## src/rtl/uart_pkg.sv

```systemverilog
// ============================================================================
// Module      : uart_pkg
// Description : Shared UART receiver types, constants and divisor helper.
// Revision    : 1.0 - initial release
// ============================================================================
`default_nettype none

package uart_pkg;

  localparam int c_BYTE_W = 8;

  typedef enum logic [2:0] {
    ST_IDLE  = 3'd0,
    ST_START = 3'd1,
    ST_DATA  = 3'd2,
    ST_STOP  = 3'd3,
    ST_BREAK = 3'd4
  } rx_state_t;

  // Bit period in clk cycles; truncating division matches the line-rate spec.
  function automatic int calc_div(input int clkfreq, input int baud);
    return clkfreq / baud;
  endfunction

endpackage

`default_nettype wire

```

## src/rtl/uart_rx_fifo_if.sv

```systemverilog
// ============================================================================
// Module      : uart_rx_fifo_if
// Description : io-side read path of the buffered UART receiver.
//               rx_status exists only when UART_RX_STATUS_EN is defined.
// Revision    : 1.0 - initial release
// ============================================================================
`default_nettype none

interface uart_rx_fifo_if;
  import uart_pkg::*;

  logic                uart0_rd;
  logic                uart0_valid;
  logic [c_BYTE_W-1:0] uart0_data;
`ifdef UART_RX_STATUS_EN
  logic [1:0]          rx_status;
`endif

  modport master (
    output uart0_rd,
    input  uart0_valid,
    input  uart0_data
`ifdef UART_RX_STATUS_EN
    , input rx_status
`endif
  );

  modport slave (
    input  uart0_rd,
    output uart0_valid,
    output uart0_data
`ifdef UART_RX_STATUS_EN
    , output rx_status
`endif
  );

endinterface

`default_nettype wire

```

## src/rtl/rx_byte_fifo.sv

```systemverilog
// ============================================================================
// Module      : rx_byte_fifo
// Description : Synchronous-write FIFO with combinational head read.
// Revision    : 1.0 - initial release
// ============================================================================
`default_nettype none

module rx_byte_fifo #(
  parameter int DEPTH_LOG2 = 4,
  parameter int WIDTH      = 8
) (
  input  wire logic             clk,
  input  wire logic             reset,
  input  wire logic             i_push,
  input  wire logic             i_pop,
  input  wire logic [WIDTH-1:0] i_wdata,
  output logic      [WIDTH-1:0] o_head,
  output logic                  o_empty,
  output logic                  o_full
);

  localparam int c_DEPTH = 1 << DEPTH_LOG2;

  logic [WIDTH-1:0]    r_mem [c_DEPTH];
  logic [DEPTH_LOG2:0] r_wr_ptr;
  logic [DEPTH_LOG2:0] r_rd_ptr;
  logic                w_do_push;
  logic                w_do_pop;

  assign o_empty = (r_wr_ptr == r_rd_ptr);
  assign o_full  = (r_wr_ptr[DEPTH_LOG2-1:0] == r_rd_ptr[DEPTH_LOG2-1:0]) &&
                   (r_wr_ptr[DEPTH_LOG2] != r_rd_ptr[DEPTH_LOG2]);

  // A simultaneous pop frees the slot, so a push into a full FIFO still lands.
  assign w_do_pop  = i_pop & ~o_empty;
  assign w_do_push = i_push & (~o_full | w_do_pop);

  always_ff @(posedge clk) begin
    if (w_do_push) begin
      r_mem[r_wr_ptr[DEPTH_LOG2-1:0]] <= i_wdata;
    end
  end

  always_ff @(posedge clk or posedge reset) begin
    if (reset) begin
      r_wr_ptr <= '0;
      r_rd_ptr <= '0;
    end else begin
      if (w_do_push) r_wr_ptr <= r_wr_ptr + 1'b1;
      if (w_do_pop)  r_rd_ptr <= r_rd_ptr + 1'b1;
    end
  end

  assign o_head = o_empty ? '0 : r_mem[r_rd_ptr[DEPTH_LOG2-1:0]];

endmodule

`default_nettype wire

```

## src/rtl/uart_rx_fifo.sv

```systemverilog
// ============================================================================
// Module      : uart_rx_fifo
// Description : Oversampling 8N1 UART receiver feeding a byte FIFO.
//               Define UART_RX_STATUS_EN for sticky {overrun, framing_err}.
// Revision    : 1.0 - initial release
// ============================================================================
`default_nettype none

module uart_rx_fifo
  import uart_pkg::*;
#(
  parameter int CLKFREQ    = 12000000,
  parameter int BAUD       = 115200,
  parameter int DEPTH_LOG2 = 4
) (
  input  wire logic      clk,
  input  wire logic      reset,
  input  wire logic      rx,
  uart_rx_fifo_if.slave  bus
);

  localparam int                 c_DIV     = calc_div(CLKFREQ, BAUD);
  localparam int                 c_CNT_W   = $clog2(c_DIV + 1);
  localparam logic [c_CNT_W-1:0] c_DIV_LD  = c_CNT_W'(c_DIV);
  localparam logic [c_CNT_W-1:0] c_HALF_LD = c_CNT_W'(c_DIV / 2);

  logic [1:0]          r_sync;
  logic [1:0]          r_settle;
  logic                r_armed;
  logic                w_rx_s;
  rx_state_t           r_state, w_state_nxt;
  logic [c_CNT_W-1:0]  r_cnt, w_cnt_nxt;
  logic [2:0]          r_bit_idx, w_bit_idx_nxt;
  logic [c_BYTE_W-1:0] r_shift, w_shift_nxt;
  logic                w_expire;
  logic                w_push;
  logic                w_frame_err;
  logic                w_overrun;
  logic                w_fifo_empty;
  logic                w_fifo_full;

  assign w_rx_s   = r_sync[1];
  assign w_expire = (r_cnt == c_CNT_W'(1));

  // Start detection is held off until the line has been seen idle after reset.
  always_ff @(posedge clk or posedge reset) begin
    if (reset) begin
      r_sync   <= 2'b11;
      r_settle <= 2'b00;
      r_armed  <= 1'b0;
    end else begin
      r_sync   <= {r_sync[0], rx};
      r_settle <= {r_settle[0], 1'b1};
      r_armed  <= r_armed | (r_settle[1] & w_rx_s);
    end
  end

  always_ff @(posedge clk or posedge reset) begin
    if (reset) begin
      r_state   <= ST_IDLE;
      r_cnt     <= '0;
      r_bit_idx <= '0;
      r_shift   <= '0;
    end else begin
      r_state   <= w_state_nxt;
      r_cnt     <= w_cnt_nxt;
      r_bit_idx <= w_bit_idx_nxt;
      r_shift   <= w_shift_nxt;
    end
  end

  always_comb begin
    w_state_nxt   = r_state;
    w_cnt_nxt     = r_cnt;
    w_bit_idx_nxt = r_bit_idx;
    w_shift_nxt   = r_shift;
    w_push        = 1'b0;
    w_frame_err   = 1'b0;
    case (r_state)
      ST_IDLE: begin
        if (r_armed && !w_rx_s) begin
          w_cnt_nxt   = c_HALF_LD;
          w_state_nxt = ST_START;
        end
      end
      ST_START: begin
        if (!w_expire) begin
          w_cnt_nxt = r_cnt - c_CNT_W'(1);
        end else if (w_rx_s) begin
          w_state_nxt = ST_IDLE;
        end else begin
          w_cnt_nxt     = c_DIV_LD;
          w_bit_idx_nxt = '0;
          w_state_nxt   = ST_DATA;
        end
      end
      ST_DATA: begin
        if (!w_expire) begin
          w_cnt_nxt = r_cnt - c_CNT_W'(1);
        end else begin
          w_shift_nxt[r_bit_idx] = w_rx_s;
          w_cnt_nxt              = c_DIV_LD;
          w_bit_idx_nxt          = r_bit_idx + 3'd1;
          if (r_bit_idx == 3'd7) w_state_nxt = ST_STOP;
        end
      end
      ST_STOP: begin
        if (!w_expire) begin
          w_cnt_nxt = r_cnt - c_CNT_W'(1);
        end else if (w_rx_s) begin
          w_push      = 1'b1;
          w_state_nxt = ST_IDLE;
        end else begin
          w_frame_err = 1'b1;
          w_state_nxt = ST_BREAK;
        end
      end
      ST_BREAK: begin
        if (w_rx_s) w_state_nxt = ST_IDLE;
      end
      default: w_state_nxt = ST_IDLE;
    endcase
  end

  rx_byte_fifo #(
    .DEPTH_LOG2 (DEPTH_LOG2),
    .WIDTH      (c_BYTE_W)
  ) u_fifo (
    .clk     (clk),
    .reset   (reset),
    .i_push  (w_push),
    .i_pop   (bus.uart0_rd),
    .i_wdata (r_shift),
    .o_head  (bus.uart0_data),
    .o_empty (w_fifo_empty),
    .o_full  (w_fifo_full)
  );

  assign bus.uart0_valid = ~w_fifo_empty;
  assign w_overrun       = w_push & w_fifo_full & ~bus.uart0_rd;

`ifdef UART_RX_STATUS_EN
  logic [1:0] r_status;

  // A new event in the same cycle as a read-clear keeps the flag set.
  always_ff @(posedge clk or posedge reset) begin
    if (reset) begin
      r_status <= 2'b00;
    end else begin
      r_status[1] <= w_overrun   | (r_status[1] & ~bus.uart0_rd);
      r_status[0] <= w_frame_err | (r_status[0] & ~bus.uart0_rd);
    end
  end

  assign bus.rx_status = r_status;
`else
  logic w_unused_flags;
  assign w_unused_flags = w_overrun ^ w_frame_err;
`endif

endmodule

`default_nettype wire

```

## src/flat_wrapper.sv

```systemverilog
// flat-port wrapper written by rule: the top's interface ports become plain ports
module uart_rx_fifo_flat import uart_pkg::*;
#(
  parameter int CLKFREQ    = 12000000,
  parameter int BAUD       = 115200,
  parameter int DEPTH_LOG2 = 4
)
  (clk, reset, rx, bus_uart0_rd, bus_uart0_valid, bus_uart0_data);
  uart_rx_fifo_if bus_i ();
  input  wire logic clk;
  input  wire logic reset;
  input  wire logic rx;
  input wire logic [$bits(bus_i.uart0_rd)-1:0] bus_uart0_rd;
  output wire logic [$bits(bus_i.uart0_valid)-1:0] bus_uart0_valid;
  output wire logic [$bits(bus_i.uart0_data)-1:0] bus_uart0_data;
  assign bus_i.uart0_rd = bus_uart0_rd;
  assign bus_uart0_valid = bus_i.uart0_valid;
  assign bus_uart0_data = bus_i.uart0_data;
  uart_rx_fifo #(.CLKFREQ(CLKFREQ), .BAUD(BAUD), .DEPTH_LOG2(DEPTH_LOG2)) u_core (.clk(clk), .reset(reset), .rx(rx), .bus(bus_i));
endmodule
```

## config.mk

```make
export PLATFORM = sky130hd
export DESIGN_NAME = uart_rx_fifo_flat
export DESIGN_NICKNAME = d
export VERILOG_FILES = /design/src/rtl/uart_pkg.sv /design/src/rtl/uart_rx_fifo_if.sv /design/src/rtl/rx_byte_fifo.sv /design/src/rtl/uart_rx_fifo.sv /design/src/flat_wrapper.sv
export SDC_FILE = /design/constraint.sdc
export NUM_CORES = 1
export LEC_CHECK = 0
export ABC_AREA = 1
export CORE_UTILIZATION = 55
export DETAILED_ROUTE_END_ITERATION = 7
export PLACE_DENSITY = 0.73
export SYNTH_ARGS = -nofsm -noshare
export SYNTH_HDL_FRONTEND = slang
export SYNTH_SLANG_ARGS = --single-unit
```

## constraint.sdc

```tcl
create_clock -name clk -period 3.8 [get_ports clk]
set_clock_uncertainty 0.2 [all_clocks]
set_input_delay 0.76 -clock clk [delete_from_list [all_inputs] [get_ports clk]]
set_output_delay 0.76 -clock clk [all_outputs]
set_load 0.02 [all_outputs]
```

==> reports/results.ini, run 1 <==
[critical_path]
critPathKind=flip-flop to output port
worstSetupEndpointType=output port
cp-start-kind=flip-flop
critPathArrivalTime_ps=2640
cp_max_fo=44
crit_required_ps=2840

[cts]
cts_tree=done
clockBufferDepth=2
clock_latency_ps=430
ctsRootBufferMaster=clkbuf_16
clkSinkCount=164
cts-resized-gates=0
postCtsSetupRepairBufs=0
cts_buffers=17
htree_levels=4
hold_buffers=0
clkTransAtPathRegs_ps=60

[routing]
drt_wl_total_mm=16.5
viasPerCell=5.39
wl_per_cell_um=16.2
drcViolationCount=0
detailroute.via_count=5493
ant_nets=0
initialDrtViolationCount=554
drtPass1Iterations=5

[synthesis]
yosysTopAreaCell=edfxtp_1
synth_compound_area_share_pct=3.12
ys_types=31
synthesis.nets=821
synthMuxAreaShare_pct=0
synthAdderAreaFrac_pct=1.48
synth_top_family_by_area=simple AND/OR/NAND/NOR gates
synthXorXnorAreaFrac_pct=1.04
ys_warn_count=0
yosys-top-cells-area=edfxtp_1 (51%), nand2_1 (13%), dfrtp_1 (11%), inv_1 (6.0%), nand3_1 (5.2%)
synthSimpleGateAreaFrac_pct=23.4
syn-instance-count=808
yosysSeqAreaShare_pct=62.6
syn_area_mm2=0.00759
ys_ff_latch=164
yosysTopAreaCellShare_pct=50.7
syn_area_per_cell_um2=9.39

[final_layout]
multi_input_area_mm2=0.00221
drive_above_1_share_pct=7.35
n_fill_cell=1063
syn_to_final_growth_pct=12.3
n_antenna_cell=0
seqCellArea_mm2=0.00475
final_nets=844

[global_routing]
grt-ovfl-total=0
track_usage_pct=25.5
grt_pass1_wl_mm=26.8
grt_max_degree=69
grt_antenna_before_repair=0
grt_pass1_vias=5267

[timing]
drv_slew=0
worstMarginPinSlew_ps=813
min_period_ps=3600
fmax_ghz=0.278
rsz0062_at_grt=no
relSlewSlack_pct=45.6
finalCritPeriodShare_pct=94.6
setup_tns_ps=0
final_hold_viol_count=0
setup_viol=0

[die]
dieArea_mm2=0.0143
core_area_mm2=0.0133
start_util_pct=56.9
die_w_um=119
ioPinCount=13
std_cell_rows=42
fp.dieH_um=119

[place]
port_buffers=12
hpwlAfterDp_mm=10.6
place.gp.congestion=0.919

[power_and_ir_drop]
irDropWorstVdd_uv=458
p_total_mw=5.67
p_leak_nw=3.76
p_per_area_mw_per_mm2=666

[hold_path]
hold_class=flip-flop to flip-flop

[outcome]
status=completed

[run]
maxCapViolCount=0

[metrics by stage]
step	instances	util [%]	cell area (µm²)	hold WS [ps]	setup WS [ps]
floorplan	808	-	7590	131	1310
global placement	988	59.3	7920	144	745
detailed placement	988	59.3	7920	145	706
CTS	1020	63.9	8530	158	231
global route	1020	63.9	8530	164	23.2
finish	1020	63.9	8530	155	205
[cell usage in the layout, fill, tap and decap left out, drive strengths merged]
cell           instances
clkbuf                26
buf                   18
nand4                  1
edfxtp               128
a21o                   2
dfstp                  2
ha                     9
nand2                273
nand3b                 1
clkdlybuf4s50         12
clkinvlp               2
xnor2                  2
xor2                   7
nor2                  47
clkinv                 3
conb                   1
dfrtp                 34
a21oi                 18
nor3                  25
nand3                 80
a21boi                 1
inv                  127
bufinv                 1
o21ai                 24
[synth_stat cells]
library cell	count
a21boi_0	1
a21o_1	2
a21oi_1	18
buf_2	9
buf_4	5
buf_6	4
clkbuf_1	8
clkinv_1	1
conb_1	1
dfrtp_1	34
dfstp_2	2
edfxtp_1	128
ha_1	9
inv_1	122
inv_2	4
nand2_1	270
nand2_2	3
nand3_1	79
nand3_2	1
nand3b_1	1
nand4_1	1
nor2_1	44
nor2_2	2
nor2_4	1
nor3_1	23
nor3_2	2
o21ai_0	15
o21ai_1	8
o21ai_2	1
xnor2_1	2
xor2_1	7
[worst paths after layout]
kind | start | to | slack, ps | cells past startpoint
min in group asynchronous | reset | u_core.r_shift[6]$_DFFE_PP0P_ | 540 | 3
min reg2reg | u_core.r_settle[0]$_DFF_PP0_ | u_core.r_settle[1]$_DFF_PP0_ | 150 | 0
min | u_core.r_settle[0]$_DFF_PP0_ | u_core.r_settle[1]$_DFF_PP0_ | 150 | 0
max | u_core.u_fifo.r_rd_ptr[1]$_DFFE_PP0P_ | bus_uart0_data[4] | 200 | 8
max in group asynchronous | reset | u_core.u_fifo.r_rd_ptr[0]$_DFFE_PP0P_ | 2490 | 3
max reg2reg | u_core.r_cnt[1]$_DFFE_PP0P_ | u_core.u_fifo.r_mem[11][1]$_DFFE_PP_ | 1160 | 8
[cell families after synthesis]
logic type	Yosys count
fa+ha+maj	9
xor+xnor	9
flops	164
compound gates	45
other cells	1
simple gates	427
buf+inv	153
[flip-flops by register name, summed over array words and instances (netlist names)]
name and flops:
u_core.r_cnt 7, u_core.r_armed 1, u_core.r_bit_idx 3, u_core.r_state 3, u_core.u_fifo.r_rd_ptr 5, u_core.r_sync 2
u_core.u_fifo.r_mem 128, u_core.r_settle 2, u_core.r_shift 8, u_core.u_fifo.r_wr_ptr 5
[layout make-up]
type                       count  area share (%)
sequential                   164            55.7
timing repair buffer          30            3.14
inverter                     127            5.59
multi-input combinational    491            25.9
tap                          176            2.58
clock inverter                 6           0.719
clock buffer                  26            6.38
[critical path, stage by stage (launching register included)]
cell	delay (ps)
dfrtp_1	370
buf_4	440
nand2_1	100
nand2_1	70
nor2_1	60
nand3_1	150
inv_1	200
a21oi_1	180
clkdlybuf4s50_1	620
[power breakdown]
part / switching, mW / leakage [nW] / total [mW] / internal [mW]
clock network: 0.666 / 0.291 / 1.72 / 1.06
logic: 1.22 / 1.77 / 1.86 / 0.638
registers: 0.0975 / 1.71 / 2.09 / 1.99
[metal layers]
metal  global-route usage, %  share of wire, %
met1                    33.5                42
met2                    39.9                48
met3                    5.36               6.5
met4                    13.3               3.4
met5                       0                 0
No activity file was read; power rests on OpenSTA's default activity.
==> inputs of run 2 (changes only) <==
Settings changed: SKIP_CTS_REPAIR_TIMING set to 1.
==> results of run 2 <==
No change in the layout: final DEF, timing and power equal those of run 1.
